<file path="src/rtl/updn_counter.sv">
// Up/down counter driven by two active-low push buttons with press
// detection, hold-to-auto-repeat, wrap or saturate at the limits, a
// one-cycle limit pulse and a 7-segment hex glyph of the low nibble.
module updn_counter #(
    parameter int WIDTH    = 4,
    parameter int MAX_VAL  = 15,
    parameter int SAT      = 0,
    parameter int HOLD_CYC = 8,
    parameter int RPT_CYC  = 4
) (
    input  logic             i_Clk,
    input  logic             i_Rst,
    input  logic [1:0]       i_Push,
    output logic [WIDTH-1:0] o_LED,
    output logic [6:0]       o_FND,
    output logic             o_Lim
);

    // Timer only ever holds 0 .. HOLD_CYC+RPT_CYC-1: once the repeat phase
    // starts it folds back to HOLD_CYC, so it can never overflow.
    localparam int               TW     = $clog2(HOLD_CYC + RPT_CYC);
    localparam logic [TW-1:0]    HOLD_T = TW'(HOLD_CYC);
    localparam logic [TW-1:0]    LAST_T = TW'(HOLD_CYC + RPT_CYC - 1);
    localparam logic [WIDTH-1:0] MAX_C  = WIDTH'(MAX_VAL);
    localparam logic [WIDTH-1:0] ONE    = WIDTH'(1);

    logic [1:0]       prev_reg;
    logic [1:0]       step;
    logic [WIDTH-1:0] count_reg;
    logic [WIDTH-1:0] count_next;
    logic             lim_reg;
    logic             lim_next;
    logic [3:0]       nib;

    // Previous button sample; reset to "released" so a button held through
    // reset release is seen as a fresh press.
    always_ff @(posedge i_Clk) begin
        if (!i_Rst) prev_reg <= 2'b11;
        else        prev_reg <= i_Push;
    end

    // Per-button press / hold / repeat logic (bit1 = up, bit0 = down).
    // A button only steps while the other button is released: with both low
    // nothing steps, timers clear and repeats stay off until a new press.
    genvar gi;
    generate
        for (gi = 0; gi < 2; gi++) begin : g_btn
            logic [TW-1:0] t_reg;
            logic [TW-1:0] t_next;
            logic          arm_reg;
            logic          arm_next;
            logic          step_b;
            logic          low;
            logic          other_low;
            logic          press;

            assign low       = ~i_Push[gi];
            assign other_low = ~i_Push[1-gi];
            assign press     = low & prev_reg[gi];
            assign step[gi]  = step_b;

            // Next timer/arm state and this button's step request.
            always_comb begin
                t_next   = t_reg;
                arm_next = arm_reg;
                step_b   = 1'b0;
                if (!low || other_low) begin
                    t_next   = '0;
                    arm_next = 1'b0;
                end else if (press) begin
                    // t is 0 in the press cycle, so the next cycle sees 1
                    t_next   = TW'(1);
                    arm_next = 1'b1;
                    step_b   = 1'b1;
                end else if (arm_reg) begin
                    step_b = (t_reg == HOLD_T);
                    t_next = (t_reg == LAST_T) ? HOLD_T : t_reg + TW'(1);
                end
            end

            // Timer and arm registers.
            always_ff @(posedge i_Clk) begin
                if (!i_Rst) begin
                    t_reg   <= '0;
                    arm_reg <= 1'b0;
                end else begin
                    t_reg   <= t_next;
                    arm_reg <= arm_next;
                end
            end
        end
    endgenerate

    // Count arithmetic with wrap or saturate at 0 / MAX_VAL; opposite
    // simultaneous steps cancel out.
    always_comb begin
        count_next = count_reg;
        lim_next   = 1'b0;
        if (step == 2'b10) begin
            if (count_reg == MAX_C) begin
                lim_next   = 1'b1;
                count_next = (SAT != 0) ? MAX_C : '0;
            end else begin
                count_next = count_reg + ONE;
            end
        end else if (step == 2'b01) begin
            if (count_reg == '0) begin
                lim_next   = 1'b1;
                count_next = (SAT != 0) ? '0 : MAX_C;
            end else begin
                count_next = count_reg - ONE;
            end
        end
    end

    // Count and limit-pulse registers.
    always_ff @(posedge i_Clk) begin
        if (!i_Rst) begin
            count_reg <= '0;
            lim_reg   <= 1'b0;
        end else begin
            count_reg <= count_next;
            lim_reg   <= lim_next;
        end
    end

    // Low nibble of the count, zero-extended for narrow counters.
    generate
        for (gi = 0; gi < 4; gi++) begin : g_nib
            if (gi < WIDTH) begin : g_bit
                assign nib[gi] = count_reg[gi];
            end else begin : g_zero
                assign nib[gi] = 1'b0;
            end
        end
    endgenerate

    // Hex glyph decode, segments active-high, bit0 = a .. bit6 = g.
    always_comb begin
        o_FND = 7'h00;
        case (nib)
            4'h0: o_FND = 7'h3F;
            4'h1: o_FND = 7'h06;
            4'h2: o_FND = 7'h5B;
            4'h3: o_FND = 7'h4F;
            4'h4: o_FND = 7'h66;
            4'h5: o_FND = 7'h6D;
            4'h6: o_FND = 7'h7D;
            4'h7: o_FND = 7'h07;
            4'h8: o_FND = 7'h7F;
            4'h9: o_FND = 7'h6F;
            4'hA: o_FND = 7'h77;
            4'hB: o_FND = 7'h7C;
            4'hC: o_FND = 7'h39;
            4'hD: o_FND = 7'h5E;
            4'hE: o_FND = 7'h79;
            4'hF: o_FND = 7'h71;
            default: o_FND = 7'h00;
        endcase
    end

    assign o_LED = count_reg;
    assign o_Lim = lim_reg;

endmodule

</file>
<file path="config.mk">
export PLATFORM = sky130hd
export DESIGN_NAME = updn_counter
export DESIGN_NICKNAME = d
export VERILOG_FILES = /design/src/rtl/updn_counter.sv
export SDC_FILE = /design/constraint.sdc
export NUM_CORES = 1
export LEC_CHECK = 0
export ABC_AREA = 1
export BUFFER_PORTS_ARGS = -buffer_cell sky130_fd_sc_hd__clkbuf_2
export CAP_MARGIN = 20
export CORE_MARGIN = 1
export CORE_UTILIZATION = 32
export DETAILED_ROUTE_END_ITERATION = 8
export PLACE_DENSITY_LB_ADDON = 0.2
export SKIP_CTS_REPAIR_TIMING = 1
export SLEW_MARGIN = 20
export SYNTH_ARGS = -nofsm -noshare
export SYNTH_HDL_FRONTEND = slang
export SYNTH_SLANG_ARGS = --single-unit
</file>
<file path="constraint.sdc">
create_clock -name i_Clk -period 2.8 [get_ports i_Clk]
set_clock_uncertainty 0.05 [all_clocks]
set_input_delay 0.14 -clock i_Clk [delete_from_list [all_inputs] [get_ports i_Clk]]
set_output_delay 0.14 -clock i_Clk [all_outputs]
set_load 0.005 [all_outputs]
</file>
## Word level (Yosys, flattened, before mapping)

Memory sizes are Yosys's and may differ from the RTL's. A register that Yosys moved wholly into a read port is not among the register bits.
Index checks and enable logic that the tools add are counted.

- Flip-flop bits (word level): 17
- Bits in read-only memories: 112
- Input bits: 4
- Logic and storage cells: 58
- Memories: 1

Memories:

| name | depth | bits a word | rd ports | clocked after Yosys merged registers in | wr ports | RTL line | RTL |
|---|---|---|---|---|---|---|---|
| (no name shown) | 16 | 7 | 1 | 1 | 0 | 141 | `case (nib)` |

- $add $sub $neg: 4
- Eq/ne operators: 7
- Mux-type cells: 22
- Bitwise operators: 5
- Reductions and logical operators: 10

Operator list:

| operator | number |
|---|---|
| $mux 4 | 8 |
| $eq 4x4->1 const B | 5 |
| $mux 1 | 14 |
| $add 4x1->4 const B | 3 |
| $reduce_bool 2->1 | 3 |
| $reduce_or 3->1 | 2 |
| $logic_not 4->1 | 1 |
| $reduce_or 2->1 | 2 |
| $sub 4x1->4 const B | 1 |
| $not 1->1 | 3 |
| $and 1x1->1 | 2 |
| $eq 2x1->1 const B | 1 |
| $eq 2x2->1 const B | 1 |
| $logic_or 1x1->1 | 2 |

## Depth between registers and ports, before layout

Gate-level depths: netlist of run 1.

- Depth after elaboration: 9
- Mapped depth: 19
- Mapped depth without buffers: 19

## Worst setup path before layout of run 1

Ideal clock, no wire load.

- Path kind: flip-flop to flip-flop
- Start: register g_btn[1].t_reg[1]
- End: register, netlist name o_FND[3]
- Data arrival time: 2215 ps
- Required time: 2692 ps
- Setup slack: 477 ps
- Stages on the path, launching flop included: 17
- Buffers on the path: 0
- Period minus slack after synthesis: 2323 ps
- Cell sequence: dfxtp_1 -> inv_1 -> ha_1 -> nand4_1 -> a21oi_1 -> inv_1 -> ha_1 -> inv_1 -> nand2_1 -> nand2_1 -> inv_1 -> ha_1 -> inv_1 -> nand2_1 -> o21ai_0 -> nand2_1 -> nand2_1

- Longest elaborated chain between the ends: 8
- Elaborated cells on any way between the ends: 10

Ends and longest elaborated chain:

| what | RTL line | RTL |
|---|---|---|
| from (decl) | 48 | `logic [TW-1:0] t_reg;` |
| from (signal assigned) | 87 | `t_reg <= t_next;` |
| $eq 4x4->1 * | 76 | `step_b = (t_reg == HOLD_T);` |
| $mux 1 * | 75 | `end else if (arm_reg) begin` |
| $mux 1 * | 70 | `end else if (press) begin` |
| $mux 1 * | 67 | `if (!low \|\| other_low) begin` |
| $eq 2x2->1 / $eq 2x1->1 (equally long branches) | 99, 106 |  |
| $mux 4 / $reduce_bool 2->1 (equally long branches) | -- |  |
| $mux 4 (no line) * (2 in series) | -- |  |

Mark *: on every way between the ends. The rest lies on a longest branch, timed or not.
A chain may end at the register's enable or synchronous reset.

## Worst setup path in the final report of run 1

- Start: register g_btn[1].t_reg[1]
- End: register, netlist name o_FND[4]

- Longest elaborated chain between the ends: 8
- Elaborated cells on any way between the ends: 10

Ends and longest elaborated chain:

| what | RTL line |
|---|---|
| $eq 4x4->1 * | 76 |
| $mux 1 * | 75 |
| $mux 1 * | 70 |
| $mux 1 * | 67 |
| $eq 2x2->1 / $eq 2x1->1 (equally long branches) | 99, 106 |
| $mux 4 / $reduce_bool 2->1 (equally long branches) | -- |
| $mux 4 (no line) * (2 in series) | -- |

Marks and branches as above.

==> results of run 1 <==
==> path summary, 6_finish.rpt <==
kind	from	endpoint	slack, ns
setup / recovery	g_btn[1].t_reg[1]	o_FND[4]	0.27
hold / removal	i_Push[1]	prev_reg[1]	0.09
setup reg to reg	g_btn[1].t_reg[1]	o_FND[4]	0.27
hold reg to reg	g_btn[1].t_reg[0]	g_btn[1].t_reg[0]	0.46
==> layout make-up <==
class                           count  area, µm²  area share
Multi-Input combinational cell    142        816       0.502
Sequential cell                    24        480       0.296
Inverter                           32        126      0.0778
Timing Repair Buffer               18       97.6      0.0601
Tap cell                           50       62.6      0.0385
Clock buffer                        3       41.3      0.0254
==> placed cells by master, fill, tap and decap left out, types with 2 or more instances in the layout <==
master    instances
a21oi_1          12
a21oi_2           2
a31oi_1           2
buf_4             3
clkbuf_2         15
clkbuf_8          3
dfxtp_1          24
ha_1             13
inv_1            29
nand2_1          52
nand2_2           5
nand2_4           2
nand3_1          12
nand3_4           2
nand4_1           6
nor2_1           18
nor3_1            2
o21ai_0           4
xor2_1            2
==> cells by family (layout without fill, tap and decap cells) <==
family | after synthesis | after routing
DFF | 24 | 24
buffers and inverters | 34 | 53
xor gates and xnor gates | 2 | 2
adders and majority gates | 13 | 13
and+or+nand+nor | 103 | 103
AOI/OAI and AO/OA | 24 | 24
==> per-stage QoR <==
stage          cell area (µm²)  hold slack (ns)  power (mW)  utilization  std cells
2_1_floorplan             1420            0.179       0.571            -        200
3_3_place_gp              1560            0.364       0.642        0.376        264
3_5_place_dp              1560            0.355       0.639        0.376        264
4_1_cts                   1600           0.0833       0.848        0.386        267
5_1_grt                   1620            0.102       0.912        0.392        269
6_report                  1620           0.0868       0.837        0.392        269
==> power by group through the flow <==
stage	logic, mW	registers (mW)	clock network, mW
after floorplan	0.165	0.405	0
after global placement	0.233	0.409	0
after detailed placement	0.230	0.409	0
after CTS	0.232	0.401	0.215
after global routing	0.275	0.406	0.230
final	0.236	0.400	0.201
==> metal layers <==
layer,up-vias,global-route usage,part of all wire
li1,676,-,-
met1,559,0.167,0.51
met2,9,0.237,0.45
met3,2,0.0395,0.028
met4,0,0.0383,0.0058
met5,-,0,0
==> critical path: stages (launching register included) <==
cell        delay, ns
dfxtp_1          0.32
inv_1            0.11
ha_1             0.15
nand4_1          0.11
a21oi_2          0.18
inv_1            0.06
ha_1             0.38
clkinvlp_4       0.19
a21oi_2          0.23
inv_1            0.13
ha_1             0.22
nand2_1          0.08
inv_1            0.04
o21ai_1          0.12
nand2_1          0.06
==> metrics, run 1 <==
run status=finished, final reports clean; Clock power frac=0.240; Final Critical Period=around 2.5 ns; worst setup margin=~0.27 ns; WL final=2760 µm; final setup TNS=0 ns; most frequent cell after synthesis=nand2_1; Post-Syn Instances=200; Area growth syn-to-layout=14.1%; DRC Markers=0; H-tree Lvls=1; sw power=0.270 mW; Synth Cell Area=approximately 0.0014 mm²; total I/O pin count=16; post-synthesis adder-cell area fraction=0.114; Pre-Repair DR Iteration Count=4; HP Class=in2reg; fin. max-slew vios=0; Gate power share=0.282; Die Height=a little under 70 µm; Pwr Density=around 520 mW/mm²; largest family of logic cells by synthesized area=simple AND/OR/NAND/NOR gates; Synth Area per Inst=roughly 7.1 µm²; Final period util=0.902; Commonest cells post-synth=53 x nand2_1, 30 x inv_1, 24 x dfxtp_1; clock tree sinks=24; R2R depth=14; routability cong.=approximately 0.89; setup violators final=0; pin count of the biggest net entering global routing=13; RSZ-0062 raised after global routing=false; Fillers=roughly 440; root buf cell=clkbuf_8; Post-synth EDFFs=0; clk_lat worst skew=between 0.2 and 0.3 ns; post-synthesis simple-gate area fraction=0.342; Max-Cap Viols=0; asr flop ratio synth=0; Worst setup SP type=register; Most used DFF post-synth=dfxtp_1; Max IR drop VDD=0.212 mV; syn nets=between 200 and 250; total grt overflow=0; initial antenna violation count=0; worst path required time=2.91 ns; Synth area leaders=dfxtp_1 34%, nand2_1 14%, ha_1 11%; crit end category=register; crit-path max FO=7; Yosys top cell area share=0.337; core area=roughly 0.0041 mm²; gr usage total=0.138; sequential fraction of the synthesis area=0.337; mux cell area share after synthesis=0; largest area contributor in the netlist=dfxtp_1; Seq cells post-synth=24; Internal=0.568 mW; drt wl/cell=10.2 µm; DR vias=1246; CTS tree=yes; hold path depth=3; compound-cell area share of the yosys netlist=0.100; critical path type=reg2reg; CTS clk-pin slew, worst paths=0.08 ns; cts bufs inserted=3; total number of yosys warnings=0; distinct cell type count after synthesis=28; first-pass GRT wire length=approximately 4800 µm; Reg power frac=0.477; vias in the first global route=between 1000 and 1500; Die X=68.7 µm; die area=about 0.0047 mm²; Hold Vio Cnt, Final=0; Switching Share=0.322; worst-margin pin slew=0.473 ns; Leakage=0.774 nW; fmax=396 MHz; number of nets in the layout=roughly 240; Initial Utilization=0.344; clk buf depth=2; DRT iter0 DRCs=between 40 and 50; HPWL Detailed=approximately 2100 µm; Slew HR=0.684; layout cells sized above 1=0.178; Std-Cell Rows=23; ant diodes=0; worst slack, placed=between 0.15 and 0.2 ns; vias per std cell=between 4 and 5; PortBufs=15; max reg flops=8; Worst Path Arrival=approximately 2.6 ns; post-route ant nets=0; Synth Area in XOR/XNOR=0.0123
Power figures use the tool's default switching activity.
==> run 2, diff against run 1 <==
- PLACE_DENSITY_LB_ADDON: 0.2 -> 0.08
==> run 2 against run 1 <==
First-iteration DRC count unchanged. Cell count decreased by 0.37%. Clock power about the same. Die area unchanged. Register-to-register slack improved by 0.03 ns. Sequential share of layout area increased by 0.21 points. Count of clock-buffer cells in the layout unchanged. Sequential cell count unchanged. Critical path type unchanged.
==> metrics, run 2 (synthesized netlist as in run 1, its figures left out) <==
run status=finished, final reports clean; final setup TNS=0 ns (unchanged); fmax=400 MHz (+1.1%); initial antenna violation count=0 (unchanged); crit end category=register; HP Class=in2reg; RSZ-0062 raised after global routing=false; clk buf depth=2 (unchanged); most frequent CP cell=nand2_1; worst slack, placed=0.124 ns (-0.0290 ns); Slew HR=0.833 (+0.149); Hold Vio Cnt, Final=0 (unchanged); Area growth syn-to-layout=13.3%; slowest CP cell=ha_1; die area=0.00472 mm² (unchanged); HPWL Detailed=2280 µm (+7.9%); Final period util=0.892 (-0.0102); Critical R2R Launch=g_btn[1].t_reg[1]; WL final=2820 µm (+2.2%); fin area=0.00161 mm² (-0.69%); worst setup margin=0.301 ns (+0.0285 ns); total grt overflow=0 (unchanged); Max IR drop VDD=0.215 mV (+1.4%); max reg flops=8 (unchanged); Initial Utilization=0.344 (unchanged); worst path required time=2.96 ns (+0.05 ns); Die Height=68.7 µm (unchanged); Die X=68.7 µm (unchanged); fin. max-slew vios=0 (unchanged); Leakage=0.773 nW (-0.12%); worst reg2reg setup slack=0.30 ns (+0.03 ns); most frequent cells in the layout=53 x nand2_1, 29 x inv_1, 24 x dfxtp_1, 18 x nor2_1, 15 x clkbuf_2; core area=0.00414 mm² (unchanged); layout cells sized above 1=0.174 (-0.00377); ant diodes=0 (unchanged); max incr delay on CP=0.33 ns (-0.05 ns); post-route ant nets=0 (unchanged); Worst Path Arrival=2.66 ns (+0.02 ns); number of nets in the layout=237 (-0.42%); crit-path max FO=7 (unchanged); clock tree sinks=24 (unchanged); critical path depth=16 (+2); first-pass GRT wire length=4820 µm (unchanged); DRT iter0 DRCs=41 (unchanged); critical path type=reg2reg; H-tree Lvls=1 (unchanged); WP buf/inv=5 (unchanged); R2R depth=16 (+2); cell family with most CP delay=adder cells; vias per std cell=4.70 (+1.5%); Pwr Total=0.833 mW (-0.52%); worst-margin pin slew=0.249 ns (-0.225 ns); clk_lat worst skew=0.26 ns (about the same); commonest non-fill, non-tap cell in the layout=nand2_1; root buf cell=clkbuf_8; drt wl/cell=10.5 µm (+2.6%); Hold Startpoint=i_Push[1]; total I/O pin count=16 (unchanged); pin count of the biggest net entering global routing=13 (unchanged); Pre-Repair DR Iteration Count=5 (+1); DRC Markers=0 (unchanged); DR vias=1260 (+1.1%); CTS tree=yes; routability cong.=0.852 (-3.8%); placed instance area=0.00157 mm² (+0.48%); Std-Cell Rows=23 (unchanged); Worst setup SP type=register; r2r endpoint=o_FND[3]; PortBufs=15 (unchanged); Max-Cap Viols=0 (unchanged); hold path depth=3 (unchanged); vias in the first global route=1149 (+1.2%); Hold Path End=prev_reg[1]; ordered list of cells on the worst path=inv_1 -> ha_1 -> nand4_1 -> a21oi_2 -> inv_1 -> ha_1 -> inv_2 -> nand2_1 -> nand2_1 -> inv_1 -> ha_1 -> inv_1 -> nand2_1 -> o21ai_0 -> nand2_1 -> nand2_1; cts bufs inserted=3 (unchanged); gr usage total=0.135 (-0.00296); CTS clk-pin slew, worst paths=0.08 ns (about the same); Final Critical Period=2.50 ns (-0.0285 ns); Pwr Density=517 mW/mm² (+0.18%); setup violators final=0 (unchanged)
==> run 2: per-stage QoR <==
step	utilization	hold WS [ns]	std cells
after floorplan	-	0.179	200
after global placement	0.378	0.356	265
after detailed placement	0.378	0.365	265
after CTS	0.388	0.0943	268
after global routing	0.389	0.114	268
final	0.389	0.101	268
==> run 2: worst max path at each step <==
stage	startpoint	end	slack, ns
2_1_floorplan	g_btn[1].t_reg[1]	o_FND[3]	0.48
3_3_place_gp	g_btn[1].t_reg[1]	o_FND[3]	0.17
3_5_place_dp	g_btn[1].t_reg[1]	o_FND[3]	0.12
4_1_cts	g_btn[1].t_reg[1]	o_FND[3]	0.10
5_1_grt	g_btn[1].t_reg[1]	o_FND[3]	0.04
6_report	g_btn[1].t_reg[1]	o_FND[3]	0.30
==> run 2: layout make-up <==
type                    count  area [µm²]
fillers                   475        2530
multi-input cells         142         816
flip-flops and latches     24         480
inverters                  32         123
repair buffers             17        90.1
well taps                  50        62.6
clock buffers               3        41.3
==> run 2: power breakdown <==
part	internal (mW)	total (mW)	switching, mW
logic	0.0926	0.240	0.148
clock network	0.0960	0.198	0.102
registers	0.377	0.394	0.0173
==> run 2: tightest hold or removal path, cell delays in order <==
cell and delay (ns):
clkbuf_2 0.10, inv_1 0.06, nand2_1 0.07
==> run 2: layer usage <==
layer  track usage  part of all wire  vias up
met5             0                 0        -
met4        0.0255            0.0035        0
met3        0.0362             0.025        2
met2         0.248              0.51       12
met1         0.157              0.46      572
li1              -                 -      674
==> run 3, diff against run 2 <==
- CELL_PAD_IN_SITES_DETAIL_PLACEMENT: unset -> 1
- CELL_PAD_IN_SITES_GLOBAL_PLACEMENT: unset -> 1
==> run 3 against run 2 <==
Global-route usage increased by 3.6 points. Sequential cell count unchanged. Count of clock-buffer cells in the layout increased by 1. Combinational power increased by 2%. Register-to-register slack about the same. Fmax increased by 0.18%. First-iteration DRC count increased by 41%. Cell count increased by 0.75%. Critical endpoint unchanged. Largest cell class unchanged. Largest power group unchanged.
==> metrics, run 3 (synthesized netlist as in run 1, its figures left out) <==
cell family with most CP delay=adder cells; most frequent cells in the layout=52 x nand2_1, 29 x inv_1, 24 x dfxtp_1, 17 x nor2_1, 15 x clkbuf_2; setup violators final=0 (unchanged); Final period util=0.891 (-0.00162); total I/O pin count=16 (unchanged); R2R depth=16 (unchanged); Area growth syn-to-layout=15.8%; Initial Utilization=0.344 (unchanged); post-route ant nets=0 (unchanged); worst path required time=2.92 ns (-0.04 ns); clk buf depth=2 (unchanged); Worst Path Arrival=2.61 ns (-0.05 ns); clk_lat worst skew=0.27 ns (about the same); Worst setup SP type=register; final hold slack=0.102 ns (+0.000738 ns); routability cong.=0.841 (-1.2%); worst-margin pin slew=0.477 ns (+0.228 ns); Die Height=68.7 µm (unchanged); drt wl/cell=12.6 µm (+19%); max reg flops=8 (unchanged); CTS clk-pin slew, worst paths=0.09 ns (about the same); end of the critical path=o_FND[3]; layout cells sized above 1=0.200 (+0.0257); run status=finished, final reports clean; HP Class=in2reg; first-pass GRT wire length=5990 µm (+24%); WP buf/inv=5 (unchanged); Critical R2R Launch=g_btn[1].t_reg[1]; pin count of the biggest net entering global routing=14 (+1); Pre-Repair DR Iteration Count=3 (-2); Pwr Density=539 mW/mm² (+4.4%); placed insts=265 (unchanged); root buf cell=clkbuf_8; PortBufs=15 (unchanged); Non-Filler Instances=270 (+0.75%); max incr delay on CP=0.38 ns (+0.05 ns); vias per std cell=4.83 (+2.6%); CP Launch Point=g_btn[1].t_reg[1]; DRT iter0 DRCs=58 (+41%); vias in the first global route=1326 (+15%); Hold Startpoint=i_Push[1]; Fillers=546 (+15%); RSZ-0062 raised after global routing=false; H-tree Lvls=1 (unchanged); crit-path max FO=7 (unchanged); number of nets in the layout=238 (+0.42%); crit end category=register; DR vias=1303 (+3.4%); critical path depth=16 (unchanged); CTS tree=yes; worst reg2reg setup slack=0.31 ns (about the same); Leakage=0.777 nW (+0.61%); cts bufs inserted=3 (unchanged); slowest CP cell=ha_2; Max IR drop VDD=0.248 mV (+16%); Slew HR=0.682 (-0.151); critical path type=reg2reg; final setup TNS=0 ns (unchanged); core area=0.00414 mm² (unchanged); initial antenna violation count=0 (unchanged); HPWL Detailed=2780 µm (+22%); Std-Cell Rows=23 (unchanged); Final Critical Period=2.49 ns (-0.00453 ns); die area=0.00472 mm² (unchanged); Hold Vio Cnt, Final=0 (unchanged); gr usage total=0.171 (+0.0364); DRC Markers=0 (unchanged); Die X=68.7 µm (unchanged); commonest non-fill, non-tap cell in the layout=nand2_1; ordered list of cells on the worst path=inv_1 -> ha_1 -> nand4_1 -> a21oi_2 -> inv_1 -> ha_2 -> clkinvlp_4 -> nand2_1 -> nand2_2 -> inv_1 -> ha_1 -> inv_1 -> nand2_1 -> o21ai_0 -> nand2_1 -> nand2_1; WL final=3390 µm (+20%); Max-Cap Viols=0 (unchanged); fmax=401 MHz (+0.18%); area taken by multi-input logic gates=827 µm² (+1.4%); r2r endpoint=o_FND[3]; fin. max-slew vios=0 (unchanged); clock tree sinks=24 (unchanged); total grt overflow=0 (unchanged); ant diodes=0 (unchanged); Sequential cell area=480 µm² (unchanged)
==> run 3: report_power, final <==
| group | leakage [nW] | total, mW | switching, mW | internal, mW |
|---|---|---|---|---|
| sequential | 0.197 | 0.401 | 0.0236 | 0.377 |
| clock | 0.0288 | 0.243 | 0.117 | 0.126 |
| combinational | 0.551 | 0.245 | 0.149 | 0.0960 |
==> run 3: cell type report <==
| type | count | area share |
|---|---|---|
| Tap cell | 50 | 0.0379 |
| Inverter | 32 | 0.0766 |
| Clock buffer | 4 | 0.0334 |
| Sequential cell | 24 | 0.291 |
| Timing Repair Buffer | 18 | 0.0592 |
| Multi-Input combinational cell | 142 | 0.502 |
==> run 3: worst min-delay path by stage <==
stage / to / slack, ns / cells past startpoint
floorplan: prev_reg[1] / 0.18 / 1
global placement: prev_reg[1] / 0.36 / 3
detailed placement: prev_reg[1] / 0.38 / 3
CTS: prev_reg[1] / 0.09 / 3
global route: prev_reg[1] / 0.14 / 3
finish: prev_reg[1] / 0.10 / 3
==> run 3: tightest hold or removal path: cells and delay by family <==
family,cells,cell delay [ns]
buffers and inverters,2,0.18
and+or+nand+nor,1,0.08
==> run 3: metrics by stage <==
| step | util | power (mW) | area [µm²] | worst slack, ns |
|---|---|---|---|---|
| finish | 0.398 | 0.889 | 1650 | 0.306 |
| global route | 0.398 | 0.951 | 1650 | 0.0638 |
| CTS | 0.391 | 0.898 | 1620 | 0.0378 |
| detailed placement | 0.378 | 0.653 | 1570 | 0.0682 |
| global placement | 0.378 | 0.647 | 1570 | 0.152 |
| floorplan | - | 0.571 | 1420 | 0.477 |
==> run 3: per-layer routing <==
metal | up-vias | GRT usage | routed length (µm)
met1 | 618 | 0.196 | 1550
met4 | 0 | 0.0383 | 17
met2 | 11 | 0.324 | 1760
met5 | - | 0 | 0
met3 | 2 | 0.0345 | 73
li1 | 672 | - | -
